--- src/rtl/fetch_stage_pkg.sv ---
// fetch_stage_pkg: shared pipeline constants and fetch FSM encoding
package fetch_stage_pkg;
  localparam int INSTR_W = 32;
  localparam int PC_W = 32;
  localparam logic [INSTR_W-1:0] NOP_INSTR = 32'h0;
  typedef enum logic [1:0] {S_REQ, S_DISCARD, S_HOLD} fetch_state_t;
endpackage

--- src/rtl/fetch_stage_pc_reg.sv ---
// pc_reg: program counter with word-aligned load and +4 increment
module pc_reg
  import fetch_stage_pkg::*;
#(
  parameter logic [PC_W-1:0] RESET_PC = '0
) (
  input  logic            clk,
  input  logic            rst,
  input  logic            load,
  input  logic            inc,
  input  logic [PC_W-1:0] load_val,
  output logic [PC_W-1:0] pc,
  output logic [PC_W-1:0] pc_plus4
);
  assign pc_plus4 = pc + PC_W'(4);
  always_ff @(posedge clk or posedge rst)
    if (rst) pc <= RESET_PC;
    else if (load) pc <= load_val & ~PC_W'(3);
    else if (inc) pc <= pc_plus4;
endmodule

--- src/rtl/fetch_stage.sv ---
// fetch_stage: instruction fetch with single outstanding request, stall skid and redirect flush
module fetch_stage
  import fetch_stage_pkg::*;
#(
  parameter logic [31:0] RESET_PC = 32'h00000000
) (
  input  logic               clk,
  input  logic               rst,
  input  logic               stall,
  input  logic               redirect,
  input  logic [PC_W-1:0]    redirect_pc,
  output logic               imem_req,
  output logic [PC_W-1:0]    imem_addr,
  input  logic               imem_ack,
  input  logic [INSTR_W-1:0] imem_rdata,
  output logic [INSTR_W-1:0] oinstru,
  output logic [PC_W-1:0]    sum2sumOF,
  output logic               valid_F
);
  fetch_state_t state;
  logic [PC_W-1:0] pc, pc_plus4, req_addr, skid_pc4;
  logic [INSTR_W-1:0] skid_instr;
  logic started, acked;
  pc_reg #(.RESET_PC(RESET_PC)) u_pc (
    .clk(clk), .rst(rst), .load(redirect), .inc(state == S_REQ && acked),
    .load_val(redirect_pc), .pc(pc), .pc_plus4(pc_plus4)
  );
  // started keeps the request low until the first clock after reset
  assign imem_req = started && state != S_HOLD;
  assign imem_addr = state == S_DISCARD ? req_addr : pc;
  assign acked = imem_req && imem_ack;
  always_ff @(posedge clk or posedge rst)
    if (rst) begin
      state <= S_REQ;
      started <= 1'b0;
      req_addr <= '0;
      oinstru <= NOP_INSTR;
      sum2sumOF <= '0;
      valid_F <= 1'b0;
      skid_instr <= NOP_INSTR;
      skid_pc4 <= '0;
    end else begin
      started <= 1'b1;
      if (redirect) begin
        // an un-acked request must drain at its original address
        state <= imem_req && !imem_ack ? S_DISCARD : S_REQ;
        req_addr <= imem_addr;
        oinstru <= NOP_INSTR;
        valid_F <= 1'b0;
        skid_instr <= NOP_INSTR;
        skid_pc4 <= '0;
      end else begin
        case (state)
          S_REQ:
            if (acked && stall) begin
              skid_instr <= imem_rdata;
              skid_pc4 <= pc_plus4;
              state <= S_HOLD;
            end else if (!stall) begin
              oinstru <= acked ? imem_rdata : NOP_INSTR;
              sum2sumOF <= acked ? pc_plus4 : sum2sumOF;
              valid_F <= acked;
            end
          S_HOLD:
            if (!stall) begin
              oinstru <= skid_instr;
              sum2sumOF <= skid_pc4;
              valid_F <= 1'b1;
              state <= S_REQ;
            end
          S_DISCARD:
            if (imem_ack) state <= S_REQ;
          default: state <= S_REQ;
        endcase
      end
    end
endmodule

--- config.mk ---
export PLATFORM = sky130hd
export DESIGN_NAME = fetch_stage
export DESIGN_NICKNAME = d
export VERILOG_FILES = /design/src/rtl/fetch_stage_pkg.sv /design/src/rtl/fetch_stage_pc_reg.sv /design/src/rtl/fetch_stage.sv
export SDC_FILE = /design/constraint.sdc
export NUM_CORES = 1
export LEC_CHECK = 0
export CELL_PAD_IN_SITES_DETAIL_PLACEMENT = 1
export CELL_PAD_IN_SITES_GLOBAL_PLACEMENT = 1
export CORE_ASPECT_RATIO = 0.9
export CORE_MARGIN = 4
export CORE_UTILIZATION = 42
export CTS_CLUSTER_DIAMETER = 40
export DETAILED_ROUTE_END_ITERATION = 8
export PLACE_DENSITY_LB_ADDON = 0.1
export SLEW_MARGIN = 15
export SYNTH_ARGS = -nofsm -noshare
export SYNTH_HDL_FRONTEND = slang
export SYNTH_HIERARCHICAL = 1
export SYNTH_SLANG_ARGS = --single-unit
--- constraint.sdc ---
create_clock -name clk -period 6.3 [get_ports clk]
set_clock_uncertainty 0.2 [all_clocks]
set_input_delay 0.945 -clock clk [delete_from_list [all_inputs] [get_ports clk]]
set_output_delay 0.945 -clock clk [all_outputs]
set_load 0.005 [all_outputs]
== Yosys cells after proc, flatten, opt, wreduce, memory -nomap -nowiden ==
Cells that the tools add are included.
Storage, ports and cells
  bits of input ports: 69
  output and inout bits: 98
  register bits: 196
  word-level logic and storage cells: 70
Cells by class
  equality and inequality tests: 12
  multiplexer cells: 31
  add/sub/neg operators: 1
  reduce and logical (&&, ||, !) cells: 16
  bitwise logic cells: 1
Operators with widths (number)
  $mux W32: 18
  $pmux W32 S2: 2
  $add A32 B3 Y32 const B: 1
  $ne A3 B3 Y1 const B: 4
  $ne A2 B2 Y1 const B: 5
  $mux W2: 4
  $reduce_bool A2 Y1: 4
  $pmux W2 S3: 1
  $reduce_and A6 Y1: 1
  $logic_and A1 B1 Y1: 5
  $mux W1: 5
  $reduce_and A4 Y1: 1
  $ne A3 B2 Y1 const B: 1
  $reduce_and A3 Y1: 1
  $reduce_bool A3 Y1: 1
  $eq A2 B1 Y1 const B: 1
  $eq A2 B2 Y1 const B: 1
  $logic_not A2 Y1: 1
  $pmux W1 S2: 1
  $reduce_and A2 Y1: 1
  $logic_not A1 Y1: 1
  $not A1 Y1: 1

== Depth between registers and ports, before layout ==
  depth in word-level cells: 8
  mapped depth: 8
  gate-level depth less buffers: 7

== Modules after synthesis ==
Netlist, hierarchy kept.
Modules (own cells, without submodules)
  fetch_stage: sequential area each 4103.9 um^2, times used 1, cells an instance 506, area each 7089.3 um^2
  pc_reg: sequential area each 750.7 um^2, times used 1, cells an instance 288, area each 2303.5 um^2

== Least setup slack after synthesis ==
OpenSTA, ideal clock, no wires.
  path kind: input -> register
  start: input imem_ack
  end: register u_pc.pc[24]
  data required time: 6018 ps
  arrival: 3220 ps
  buffers on the path: 2
  cell stages on the path: 8
  setup slack: 2798 ps
  setup time: 82 ps
  cells stage by stage: and2_1 -> clkbuf_1 -> nor3b_1 -> nand4_1 -> or4_4 -> buf_6 -> or4_1 -> a31oi_1
Between the ends
  longest elaborated chain between the ends: 3
Ends and longest elaborated chain
  start: declaration: RTL line fetch_stage.sv:14  | input logic imem_ack,
  $logic_and A1 B1 Y1: RTL line fetch_stage.sv:31  | assign acked = imem_req && imem_ack;
  $logic_and A1 B1 Y1: RTL line fetch_stage.sv:25  | .clk(clk), .rst(rst), .load(redirect), .inc(state == S_REQ && acked),
  $reduce_bool A2 Y1 (no line)
  end signal: assignment: RTL line fetch_stage_pc_reg.sv:18  | else if (load) pc <= load_val & ~PC_W'(3);
  end signal: assignment: RTL line fetch_stage_pc_reg.sv:19  | else if (inc) pc <= pc_plus4;
  end: declaration: RTL line fetch_stage_pc_reg.sv:12  | output logic [PC_W-1:0] pc,
No other way between the ends.
A chain may end at the register's enable or synchronous reset.

== Worst setup path in the final report ==
  start: input imem_ack
  end: register u_pc.pc[28]
The elaborated chain is that of the path after synthesis.

==> metrics <==
Synth Area in Adders=0.1332%; vias per inst=5.697; Post-DP HPWL=17,830 µm; Worst Reg-to-Reg Cells=7; Worst Hold Slack=286.8 ps; Pwr per Cell Area=271.5 mW/mm²; largest net degree at the start of global routing=79; Root Driver=clkbuf_16; gr usage total=21.19%; clock-pin slew on the worst setup and hold paths=70 ps; critical path class=in -> reg; worst setup margin=2371 ps; Post-synth EDFFs=0; final setup fails=0; Worst-Margin Slew=1002 ps; initial antenna violation count=0; post-synthesis sequential area ratio=51.69%; worst slack, placed=1915 ps; synth unique cells=49; DIE WIDTH=165.6 µm; GRT overflow=0; capture point of the worst path=u_pc/pc[28]; DP Area=0.01116 mm²; post-route setup TNS=0 ps; final net count=995; Slew Limit Fails=0; crit end category=flop; Via Count=7,002; Initial DRC Count=389; worst IR drop on VDD=0.0001740 V; IO buf count=164; Clk Latency, worst-skew pair=440 ps; CP Launch Point=imem_ack; sw power=0.0008993 W; ys flop type=dfrtp_1; Post-Synth XOR/XNOR Area=3.823%; GP Congestion=0.8197; FF-to-FF Start=started; Tmin final=3929 ps; Finished Cell Area=0.01175 mm²; die span in y=149.9 µm; Critical Path AT=4080 ps; Max-Cap Viols=0; Syn Area/Cell=11.83 µm²; cts hold-fix bufs=0; Worst R2R End=u_pc/pc[28]; row count=51; Ys Warns=6; Leakage=4.910 nW; Sw Ratio=28.20%; CTS H-tree lvls=4; main combinational cell family by area after synthesis=multiplexers; synthesized flop and latch total=194; TritonCTS Sinks=194; DR WL/cell=21.26 µm; total CTS buffers=17; die area=0.02482 mm²; Slew headroom=32.60%; Syn-to-layout area delta=25.04%; Initial Util=43.04%; CORE AREA=0.02182 mm²; Diodes inserted=0; outcome=finished clean; share of cells above drive strength 1=19.83%; Compound-Gate Fraction of Synth Area=12.44%; Simple-Gate Fraction of Synth Area=12.22%; setup bufs post-CTS=0; TritonRoute pass-1 iters=4; period utilisation layout=62.36%; Hold Fails Final Rpt=0; Mapped Cells=794; register share of total power=47.2%; mux cell area share after synthesis=15.45%; IO Pins=167; unrepaired setup endpoints after global routing=no; CP required=6460 ps; drc violations=0; vias in the first global route=7,801; Register-to-Register Setup Slack=2990 ps; Routed Antenna Nets=0; CTS tree=yes; crit-path max FO=14; Hold Path Class=reg -> reg; Logic pwr share=19.1%; Max Clk Rate=0.2545 GHz; first-pass GRT wire length=42,530 µm; maximum buffer depth of the clock tree=2; Clk pwr share=33.7%; post-CTS resize count=0; Synth Cell Area=0.009393 mm²; Int Power=0.002289 W; final wirelength=26,130 µm; Worst setup SP type=primary input; FFs w/ async S/R, synth=100.0%
==> worst min path at each step <==
stage,from,endpoint,slack (ps),depth (start not counted)
floorplan,req_addr[10],req_addr[10],260,1
global placement,valid_F,valid_F,270,1
detailed placement,valid_F,valid_F,270,1
CTS,valid_F,valid_F,290,1
global route,valid_F,valid_F,300,1
finish,valid_F,valid_F,290,1
==> synthesized netlist by cell type (all sizes together), types with 7 or more instances <==
cell type / instances / share of area (%)
or4: 16 / 1.4
xor2: 16 / 1.5
nand2: 54 / 2.2
a311oi: 9 / 0.84
inv: 10 / 0.40
a22o: 64 / 6.0
o21ai: 16 / 0.85
and2: 28 / 1.9
buf: 43 / 2.8
clkbuf: 25 / 1.0
and4: 8 / 0.75
nor3: 7 / 0.37
dfrtp: 194 / 52
xnor2: 25 / 2.3
nor2: 37 / 1.6
mux2: 128 / 15
a221o: 23 / 2.5
nand4: 16 / 1.2
a31oi: 11 / 0.89
nand3: 23 / 1.2
==> stage by stage <==
stage	util (%)	cells	total power, W
after floorplan	-	797	0.001787
after global placement	51.15	1197	0.002116
after detailed placement	51.15	1197	0.002142
after CTS	53.79	1229	0.003227
after global routing	53.82	1229	0.003340
final	53.82	1229	0.003188
==> per-layer routing <==
| layer | routed length (µm) | GRT usage [%] | part of all wire (%) |
|---|---|---|---|
| met1 | 11980 | 28.24 | 46 |
| met5 | 0 | 0 | 0 |
| met3 | 860 | 3.645 | 3.3 |
| met2 | 12970 | 35.92 | 50 |
| met4 | 329 | 6.062 | 1.3 |
==> critical path, cell delays in order <==
cell	delay [ps]
clkdlybuf4s50_1	530
and2_1	420
nor3b_2	270
buf_4	260
nand4_1	250
or4_4	640
or4_1	550
a31oi_1	200
==> layout by cell type (no fill, tap or decap), types with 3 or more instances in the layout <==
cell type | Yosys | routed
dfrtp_1 | 194 | 194
nor2_1 | 36 | 36
buf_4 | 6 | 13
o21ai_0 | 16 | 16
inv_8 | 0 | 6
or4_1 | 14 | 14
a221o_1 | 23 | 23
nor3_1 | 7 | 7
nand4_1 | 15 | 15
a311oi_1 | 9 | 9
nor4_1 | 4 | 3
inv_6 | 0 | 3
xor2_1 | 16 | 16
clkbuf_16 | 0 | 17
conb_1 | 2 | 5
nand3_1 | 23 | 23
xnor2_1 | 25 | 25
a31oi_1 | 10 | 10
o211ai_1 | 4 | 4
clkdlybuf4s50_1 | 0 | 163
mux2_1 | 4 | 4
a22o_1 | 64 | 64
mux2_2 | 124 | 124
and2_1 | 28 | 28
nand2_1 | 54 | 54
and4_1 | 8 | 8
inv_1 | 10 | 9
o31ai_1 | 5 | 5
clkinvlp_4 | 0 | 3
==> layout make-up <==
class | count | area (µm²)
Multi-Input combinational cell | 525 | 4173
Tap cell | 291 | 364.1
Fill cell | 2262 | 10080
Inverter | 10 | 42.54
Sequential cell | 194 | 4855
Clock inverter | 14 | 137.6
Clock buffer | 18 | 439.2
Timing Repair Buffer | 177 | 1734
==> cell families after synthesis <==
family | Yosys count
compound gates | 140
xor+xnor | 41
fa+ha+maj | 1
buf+inv | 78
flops | 194
mux | 129
other cells | 2
simple gates | 209
==> power groups by stage <==
stage / registers, W / logic (W) / clock network (W)
floorplan: 0.00148 / 0.000303 / 0
global placement: 0.00151 / 0.000601 / 0
detailed placement: 0.00153 / 0.000616 / 0
CTS: 0.00150 / 0.000621 / 0.00110
global route: 0.00153 / 0.000660 / 0.00115
finish: 0.00150 / 0.000610 / 0.00107
(Power assumes the default switching activity.)
